==> src/rtl/core_pkg.sv <==
// ---------------------------------------------------------------------------
// core_pkg: definitions shared by the fetch-stage files.
//   XLEN              architectural register / address width
//   RESET_PC_DEFAULT  default first fetch address after reset
//   INSTR_BYTES       size of one instruction word in bytes
//   fetch_entry_t     one buffered fetch result {instr, pc}
//   align_pc()        clears the sub-word bits of a fetch address
// ---------------------------------------------------------------------------
package core_pkg;

    localparam int XLEN = 32;
    localparam logic [XLEN-1:0] RESET_PC_DEFAULT = 32'h0000_0000;
    localparam int INSTR_BYTES = 4;

    typedef struct packed {
        logic [XLEN-1:0] instr;
        logic [XLEN-1:0] pc;
    } fetch_entry_t;

    // Misaligned redirect targets are silently forced onto a word boundary.
    function automatic logic [XLEN-1:0] align_pc(input logic [XLEN-1:0] pc);
        return pc & ~XLEN'(INSTR_BYTES - 1);
    endfunction

endpackage

==> src/rtl/if_fifo.sv <==
// ---------------------------------------------------------------------------
// if_fifo: synchronous instruction buffer for the fetch stage.
//   clk_i    clock
//   rst_i    synchronous active-high reset, empties the buffer
//   flush_i  synchronous clear, takes priority over push/pop
//   push_i   write data_i at the tail
//   data_i   entry to write
//   pop_i    drop the head entry
//   head_o   head entry, all-zero while empty
//   empty_o  no entries stored
//   count_o  number of entries stored
// Push and pop in the same cycle are both honoured at any occupancy,
// including full, so the fetch stage can stream one entry per cycle.
// ---------------------------------------------------------------------------
module if_fifo
    import core_pkg::*;
#(
    parameter int DEPTH = 4,
    parameter int CNT_W = $clog2(DEPTH + 1)
) (
    input  logic             clk_i,
    input  logic             rst_i,
    input  logic             flush_i,
    input  logic             push_i,
    input  fetch_entry_t     data_i,
    input  logic             pop_i,
    output fetch_entry_t     head_o,
    output logic             empty_o,
    output logic [CNT_W-1:0] count_o
);

    localparam int PTR_W = (DEPTH > 1) ? $clog2(DEPTH) : 1;

    fetch_entry_t     mem_q [DEPTH];
    logic [PTR_W-1:0] rd_ptr_q, rd_ptr_d;
    logic [PTR_W-1:0] wr_ptr_q, wr_ptr_d;
    logic [CNT_W-1:0] count_q, count_d;

    logic full;
    logic do_push;
    logic do_pop;

    // Pointers wrap at DEPTH, which need not be a power of two.
    function automatic logic [PTR_W-1:0] ptr_inc(input logic [PTR_W-1:0] p);
        return (p == PTR_W'(DEPTH - 1)) ? '0 : p + PTR_W'(1);
    endfunction

    assign empty_o = (count_q == '0);
    assign full    = (count_q == CNT_W'(DEPTH));
    assign do_pop  = pop_i && !empty_o;
    // A push into a full buffer is only legal when the head leaves this cycle.
    assign do_push = push_i && (!full || do_pop);

    always_comb begin
        rd_ptr_d = rd_ptr_q;
        wr_ptr_d = wr_ptr_q;
        count_d  = count_q;
        if (flush_i) begin
            rd_ptr_d = '0;
            wr_ptr_d = '0;
            count_d  = '0;
        end else begin
            if (do_push) begin
                wr_ptr_d = ptr_inc(wr_ptr_q);
            end
            if (do_pop) begin
                rd_ptr_d = ptr_inc(rd_ptr_q);
            end
            case ({do_push, do_pop})
                2'b10:   count_d = count_q + CNT_W'(1);
                2'b01:   count_d = count_q - CNT_W'(1);
                default: count_d = count_q;
            endcase
        end
    end

    always_ff @(posedge clk_i) begin
        if (rst_i) begin
            rd_ptr_q <= '0;
            wr_ptr_q <= '0;
            count_q  <= '0;
        end else begin
            rd_ptr_q <= rd_ptr_d;
            wr_ptr_q <= wr_ptr_d;
            count_q  <= count_d;
        end
    end

    // Storage needs no reset: the head is masked while the buffer is empty.
    always_ff @(posedge clk_i) begin
        if (do_push && !flush_i && !rst_i) begin
            mem_q[wr_ptr_q] <= data_i;
        end
    end

    assign head_o  = empty_o ? '0 : mem_q[rd_ptr_q];
    assign count_o = count_q;

endmodule

==> src/rtl/if_stage.sv <==
// ---------------------------------------------------------------------------
// if_stage: instruction fetch stage.
//   clk_i          clock
//   rst_i          synchronous active-high reset
//   br_taken_i     redirect from execute (flushes buffered and in-flight work)
//   new_pc_i       redirect target, low two bits ignored
//   imem_req_o     fetch request
//   imem_addr_o    word-aligned fetch address
//   imem_gnt_i     request accepted this cycle
//   imem_rvalid_i  in-order response valid
//   imem_rdata_i   response instruction word
//   instr_valid_o  buffered instruction available
//   instr_ready_i  decode accepts
//   instr_o        instruction at buffer head
//   pc_o           PC of instr_o
//
// Handshakes: a memory request transfers in a cycle where imem_req_o and
// imem_gnt_i are both high; imem_addr_o holds while req is waiting for gnt
// (req may also drop without gnt). A decode transfer happens in a cycle where
// instr_valid_o and instr_ready_i are both high. Neither valid nor req
// depends combinationally on the matching ready/gnt.
// ---------------------------------------------------------------------------
module if_stage
    import core_pkg::*;
#(
    parameter logic [XLEN-1:0] RESET_PC   = RESET_PC_DEFAULT,
    parameter int              FIFO_DEPTH = 4
) (
    input  logic            clk_i,
    input  logic            rst_i,
    input  logic            br_taken_i,
    input  logic [XLEN-1:0] new_pc_i,
    output logic            imem_req_o,
    output logic [XLEN-1:0] imem_addr_o,
    input  logic            imem_gnt_i,
    input  logic            imem_rvalid_i,
    input  logic [XLEN-1:0] imem_rdata_i,
    output logic            instr_valid_o,
    input  logic            instr_ready_i,
    output logic [XLEN-1:0] instr_o,
    output logic [XLEN-1:0] pc_o
);

    // Counters hold up to 2*FIFO_DEPTH so credit sums never overflow.
    localparam int CNT_W  = $clog2(2 * FIFO_DEPTH + 1);
    localparam int FCNT_W = $clog2(FIFO_DEPTH + 1);
    localparam logic [XLEN-1:0] PC_STEP = XLEN'(INSTR_BYTES);

    logic [XLEN-1:0]   fetch_pc_q, fetch_pc_d;
    logic [XLEN-1:0]   resp_pc_q, resp_pc_d;
    logic [CNT_W-1:0]  outstanding_q, outstanding_d;
    logic [CNT_W-1:0]  discard_q, discard_d;

    logic [FCNT_W-1:0] fifo_count;
    logic              fifo_empty;
    logic              fifo_push;
    logic              fifo_pop;
    fetch_entry_t      fifo_head;
    fetch_entry_t      fifo_in;

    logic [CNT_W-1:0]  live_inflight;
    logic [CNT_W-1:0]  occupancy;
    logic              grant;
    logic              rsp_drop;
    logic [CNT_W-1:0]  grant_cnt;
    logic [CNT_W-1:0]  rsp_cnt;

    // Credit: buffered entries plus responses that will be kept must leave
    // room for one more, so every kept response always finds a free slot.
    assign live_inflight = outstanding_q - discard_q;
    assign occupancy     = CNT_W'(fifo_count) + live_inflight;

    assign imem_req_o  = !rst_i && !br_taken_i
                         && (occupancy < CNT_W'(FIFO_DEPTH))
                         && (outstanding_q < CNT_W'(FIFO_DEPTH));
    assign imem_addr_o = fetch_pc_q;

    assign grant     = imem_req_o && imem_gnt_i;
    assign rsp_drop  = (discard_q != '0);
    assign grant_cnt = CNT_W'(grant);
    assign rsp_cnt   = CNT_W'(imem_rvalid_i);

    // Responses arriving during a redirect or while stale requests remain
    // unanswered never enter the buffer.
    assign fifo_push = !rst_i && imem_rvalid_i && !br_taken_i && !rsp_drop;
    assign fifo_in   = '{instr: imem_rdata_i, pc: resp_pc_q};

    assign instr_valid_o = !rst_i && !fifo_empty && !br_taken_i;
    assign fifo_pop      = instr_valid_o && instr_ready_i;
    assign instr_o       = rst_i ? '0 : fifo_head.instr;
    assign pc_o          = rst_i ? '0 : fifo_head.pc;

    always_comb begin
        fetch_pc_d    = fetch_pc_q;
        resp_pc_d     = resp_pc_q;
        outstanding_d = outstanding_q;
        discard_d     = discard_q;
        if (br_taken_i) begin
            // Everything still unanswered after this cycle becomes stale.
            // Adding to discard_q is unnecessary: it is a subset of
            // outstanding_q, which already counts those requests.
            fetch_pc_d    = align_pc(new_pc_i);
            resp_pc_d     = align_pc(new_pc_i);
            outstanding_d = outstanding_q - rsp_cnt;
            discard_d     = outstanding_q - rsp_cnt;
        end else begin
            if (grant) begin
                fetch_pc_d = fetch_pc_q + PC_STEP;
            end
            outstanding_d = outstanding_q + grant_cnt - rsp_cnt;
            if (imem_rvalid_i && rsp_drop) begin
                discard_d = discard_q - CNT_W'(1);
            end
            if (fifo_push) begin
                resp_pc_d = resp_pc_q + PC_STEP;
            end
        end
    end

    always_ff @(posedge clk_i) begin
        if (rst_i) begin
            fetch_pc_q    <= RESET_PC;
            resp_pc_q     <= RESET_PC;
            outstanding_q <= '0;
            discard_q     <= '0;
        end else begin
            fetch_pc_q    <= fetch_pc_d;
            resp_pc_q     <= resp_pc_d;
            outstanding_q <= outstanding_d;
            discard_q     <= discard_d;
        end
    end

    if_fifo #(
        .DEPTH (FIFO_DEPTH),
        .CNT_W (FCNT_W)
    ) u_fifo (
        .clk_i   (clk_i),
        .rst_i   (rst_i),
        .flush_i (br_taken_i),
        .push_i  (fifo_push),
        .data_i  (fifo_in),
        .pop_i   (fifo_pop),
        .head_o  (fifo_head),
        .empty_o (fifo_empty),
        .count_o (fifo_count)
    );

endmodule

==> config.mk <==
export PLATFORM = sky130hd
export DESIGN_NAME = if_stage
export DESIGN_NICKNAME = d
export VERILOG_FILES = /design/src/rtl/core_pkg.sv /design/src/rtl/if_fifo.sv /design/src/rtl/if_stage.sv
export SDC_FILE = /design/constraint.sdc
export NUM_CORES = 1
export LEC_CHECK = 0
export ABC_AREA = 1
export CAP_MARGIN = 30
export CORE_ASPECT_RATIO = 1.1
export CORE_MARGIN = 4
export CORE_UTILIZATION = 44
export DETAILED_ROUTE_END_ITERATION = 8
export PLACE_DENSITY = 0.61
export SKIP_CTS_REPAIR_TIMING = 1
export SLEW_MARGIN = 5
export SYNTH_ARGS = -nofsm -noshare
export SYNTH_HDL_FRONTEND = slang
export SYNTH_SLANG_ARGS = --single-unit
export TNS_END_PERCENT = 30
==> constraint.sdc <==
create_clock -name clk_i -period 9.1 [get_ports clk_i]
set_input_delay 1.365 -clock clk_i [delete_from_list [all_inputs] [get_ports clk_i]]
set_output_delay 1.365 -clock clk_i [all_outputs]
set_load 0.005 [all_outputs]
==> metrics.csv <==
metric;value;unit
reg2reg_depth;18;
clkLatencyLatePin;0.52;ns
slowest_delay;0.96;ns
nets;1820;
routed-via-count;11410;
synth_cells;1592;
hold_violations;0;
cts_buffers;35;
leakagePower;6.445;nW
tightest_slew;0.9448;ns
fin_tns_setup;0;ns
start_util;44.81;%
cp_max_fo;26;
peakVddDrop;0.1174;mV
layout_common_cells;nor2_1 (317), nand2_1 (273), edfxtp_1 (248);
vias_per_cell;5.224;
setup_viol;0;
hold_end;u_fifo.count_o[0];
first_pass_iters;5;
syn_area_per_cell;9.416;um^2
cp_slowest_cell;clkdlybuf4s50_1;
htree_levels;2;
fmax;0.1821;GHz
io_pins;168;
cp_cell_sequence;clkdlybuf4s50_1, inv_1, nand2_2, buf_12, buf_4, a21oi_1, clkdlybuf4s50_1;
grt_max_degree;85;
worstPathArrival;4.13;ns
ant_nets;0;
clockRootBuffer;clkbuf_16;
min_path_type;reg -> reg;
routabilityCongestion;0.8884;
synth_cell_type_count;44;
fp.dieH;201.6;um
dieArea;37090;um^2
synth_area;14990;um^2
grt_pass1_vias;11030;
num_rows;70;
fillers;2981;
grt_antenna_before_repair;0;
layout_commonest_cell;nor2_1;
min_path_cells;1;
status;finished, final reports clean;
cts_buffer_depth;3;
gr-usage-all-layers;19.86;%
rrSetupSlack;5.34;ns
final_cells;2184;
worstHoldStart;u_fifo.count_o[0];
core;33460;um^2
seq_area_frac_synth;59.96;%
cp-end-kind;output port;
grt_pass1_wl;59.63;mm
yosys_warnings;0;
timing.rr.start;outstanding_q[1];
area_growth_syn_to_layout;20.55;%
placed_area;16900;um^2
fin_util;54.01;%
start_kind;primary input;
drive_gt1_share;6.963;%
crit_top_cell;clkdlybuf4s50_1;
io_buffers;161;
cts.sinks;325;
slew_viol_final;0;
path_class;in -> out;
slew_headroom;37.01;%
holdWs;0.4740;ns
gr-total-overflow;0;
remaining_drc_errors;0;
cts_tree;yes;
crit_required;7.74;ns
dieWidth;184.0;um
power_density;185.8;nW/um^2
hpwl;23.21;mm
rsz0062_at_grt;false;
dpl.cell_count;2120;
cts.clk_slew.worst_paths;0.05;ns
finish.instance_area;18070;um^2
synth_seq_cells;325;
timing.final.crit_share;60.34;%
drt_iter0_markers;736;
wire_per_inst;17.25;um
finalCriticalPeriod;5.491;ns
cap_violations;0;
r2r-end;outstanding_q[2];
n_antenna_cell;0;
skew;0.02136;ns
routed_wl;37.67;mm
[registers in the layout (all words and copies together), names as in the netlist, named ones only]
register and flops:
discard_q 4, imem_addr_o 30, outstanding_q 4, resp_pc_q 30, u_fifo.count_o 3, u_fifo.mem_q 248, u_fifo.rd_ptr_q 2, u_fifo.wr_ptr_q 2
[cell type report]
type | instances | area (um^2) | share of cell area (%)
repair buffers | 174 | 1717 | 9.499
well taps | 432 | 540.5 | 2.991
multi-input cells | 1099 | 5324 | 29.46
clock inverters | 25 | 255.2 | 1.412
flip-flops and latches | 325 | 8994 | 49.77
clock buffers | 38 | 897.1 | 4.964
inverters | 91 | 344.1 | 1.904
[metal layers]
metal  global-route usage (%)  share of wire, %  routed length, um  up-vias
li1                         -                 -                  -     5661
met1                    27.66                44              16590     5341
met2                    32.53                47              17890      350
met3                    2.947               6.0               2275       58
met4                    5.494               2.4                905        0
met5                        0                 0                  0        -
[metrics by stage]
stage          total power, W  setup WS [ns]
2_1_floorplan        0.001864          3.923
3_3_place_gp         0.001972          3.225
3_5_place_dp         0.001978          3.220
4_1_cts              0.003391          3.256
5_1_grt              0.003494          3.437
6_report             0.003358          3.609
[worst max path at each step]
| stage | startpoint | endpoint | slack [ns] | cells past startpoint |
|---|---|---|---|---|
| after floorplan | rst_i | u_fifo.mem_q[0][10] | 3.92 | 8 |
| after global placement | rst_i | u_fifo.mem_q[3][57] | 3.23 | 7 |
| after detailed placement | rst_i | u_fifo.mem_q[3][60] | 3.22 | 7 |
| after CTS | rst_i | pc_o[10] | 3.26 | 6 |
| after global routing | rst_i | pc_o[10] | 3.44 | 7 |
| final | rst_i | pc_o[24] | 3.61 | 7 |
[critical path: cells and delay by family]
| family | cells | cell delay [ns] |
|---|---|---|
| buffers and inverters | 5 | 2.26 |
| AOI/OAI and AO/OA | 1 | 0.08 |
| and+or+nand+nor | 1 | 0.37 |
[cell usage after synthesis]
master    count  area share [%]
o21bai_1      2            0.10
a31oi_1       6            0.25
inv_4         1           0.042
nand2_2       7            0.29
nor2_1      321             8.0
o22ai_1       5            0.21
buf_6         2            0.15
inv_1        83             2.1
buf_4        10            0.50
nor3_4        2            0.22
o211ai_1      4            0.20
nor2_4        7            0.53
nand2_1     273             6.8
a21oi_1     113             3.8
nand4_1       9            0.38
edfxtp_1    248              50
o21ai_0     163             5.4
nand3_1      79             2.6
inv_2         7            0.18
xor2_1       12            0.70
o21ai_2       1           0.058
xnor2_1      12            0.70
nor3_2        2            0.13
nand3b_1      9            0.45
nand2_4       3            0.23
dfxtp_1      77              10
buf_2        18            0.60
nand3_4       1            0.12
o21a_1        2            0.10
o31ai_1       1           0.050
nor2_2        8            0.33
a311oi_1      1           0.058
conb_1        1           0.025
nor4_1        2           0.083
fa_1          4            0.53
a21o_1        1           0.050
o21ai_1       4            0.13
o21ba_2       1           0.067
nand3_2       5            0.33
ha_1         20             1.7
nor3_1       13            0.43
buf_1         2           0.050
clkbuf_1     48             1.2
or2_2         2           0.083
[kinds of logic after synthesis]
| logic type | Yosys count | share of synthesized area, % |
|---|---|---|
| simple gates | 743 | 21.12 |
| fa+ha+maj | 24 | 2.204 |
| other cells | 1 | 0.02502 |
| compound gates | 304 | 10.49 |
| buf+inv | 171 | 4.799 |
| flops | 325 | 59.96 |
| xor+xnor | 24 | 1.402 |
[power by group]
part	switching [W]	internal (W)
combinational	0.000155	0.000116
clock	0.000577	0.000833
sequential	0.0000447	0.00163
total	0.000777	0.00258
No activity file was read; power rests on OpenSTA's default activity.
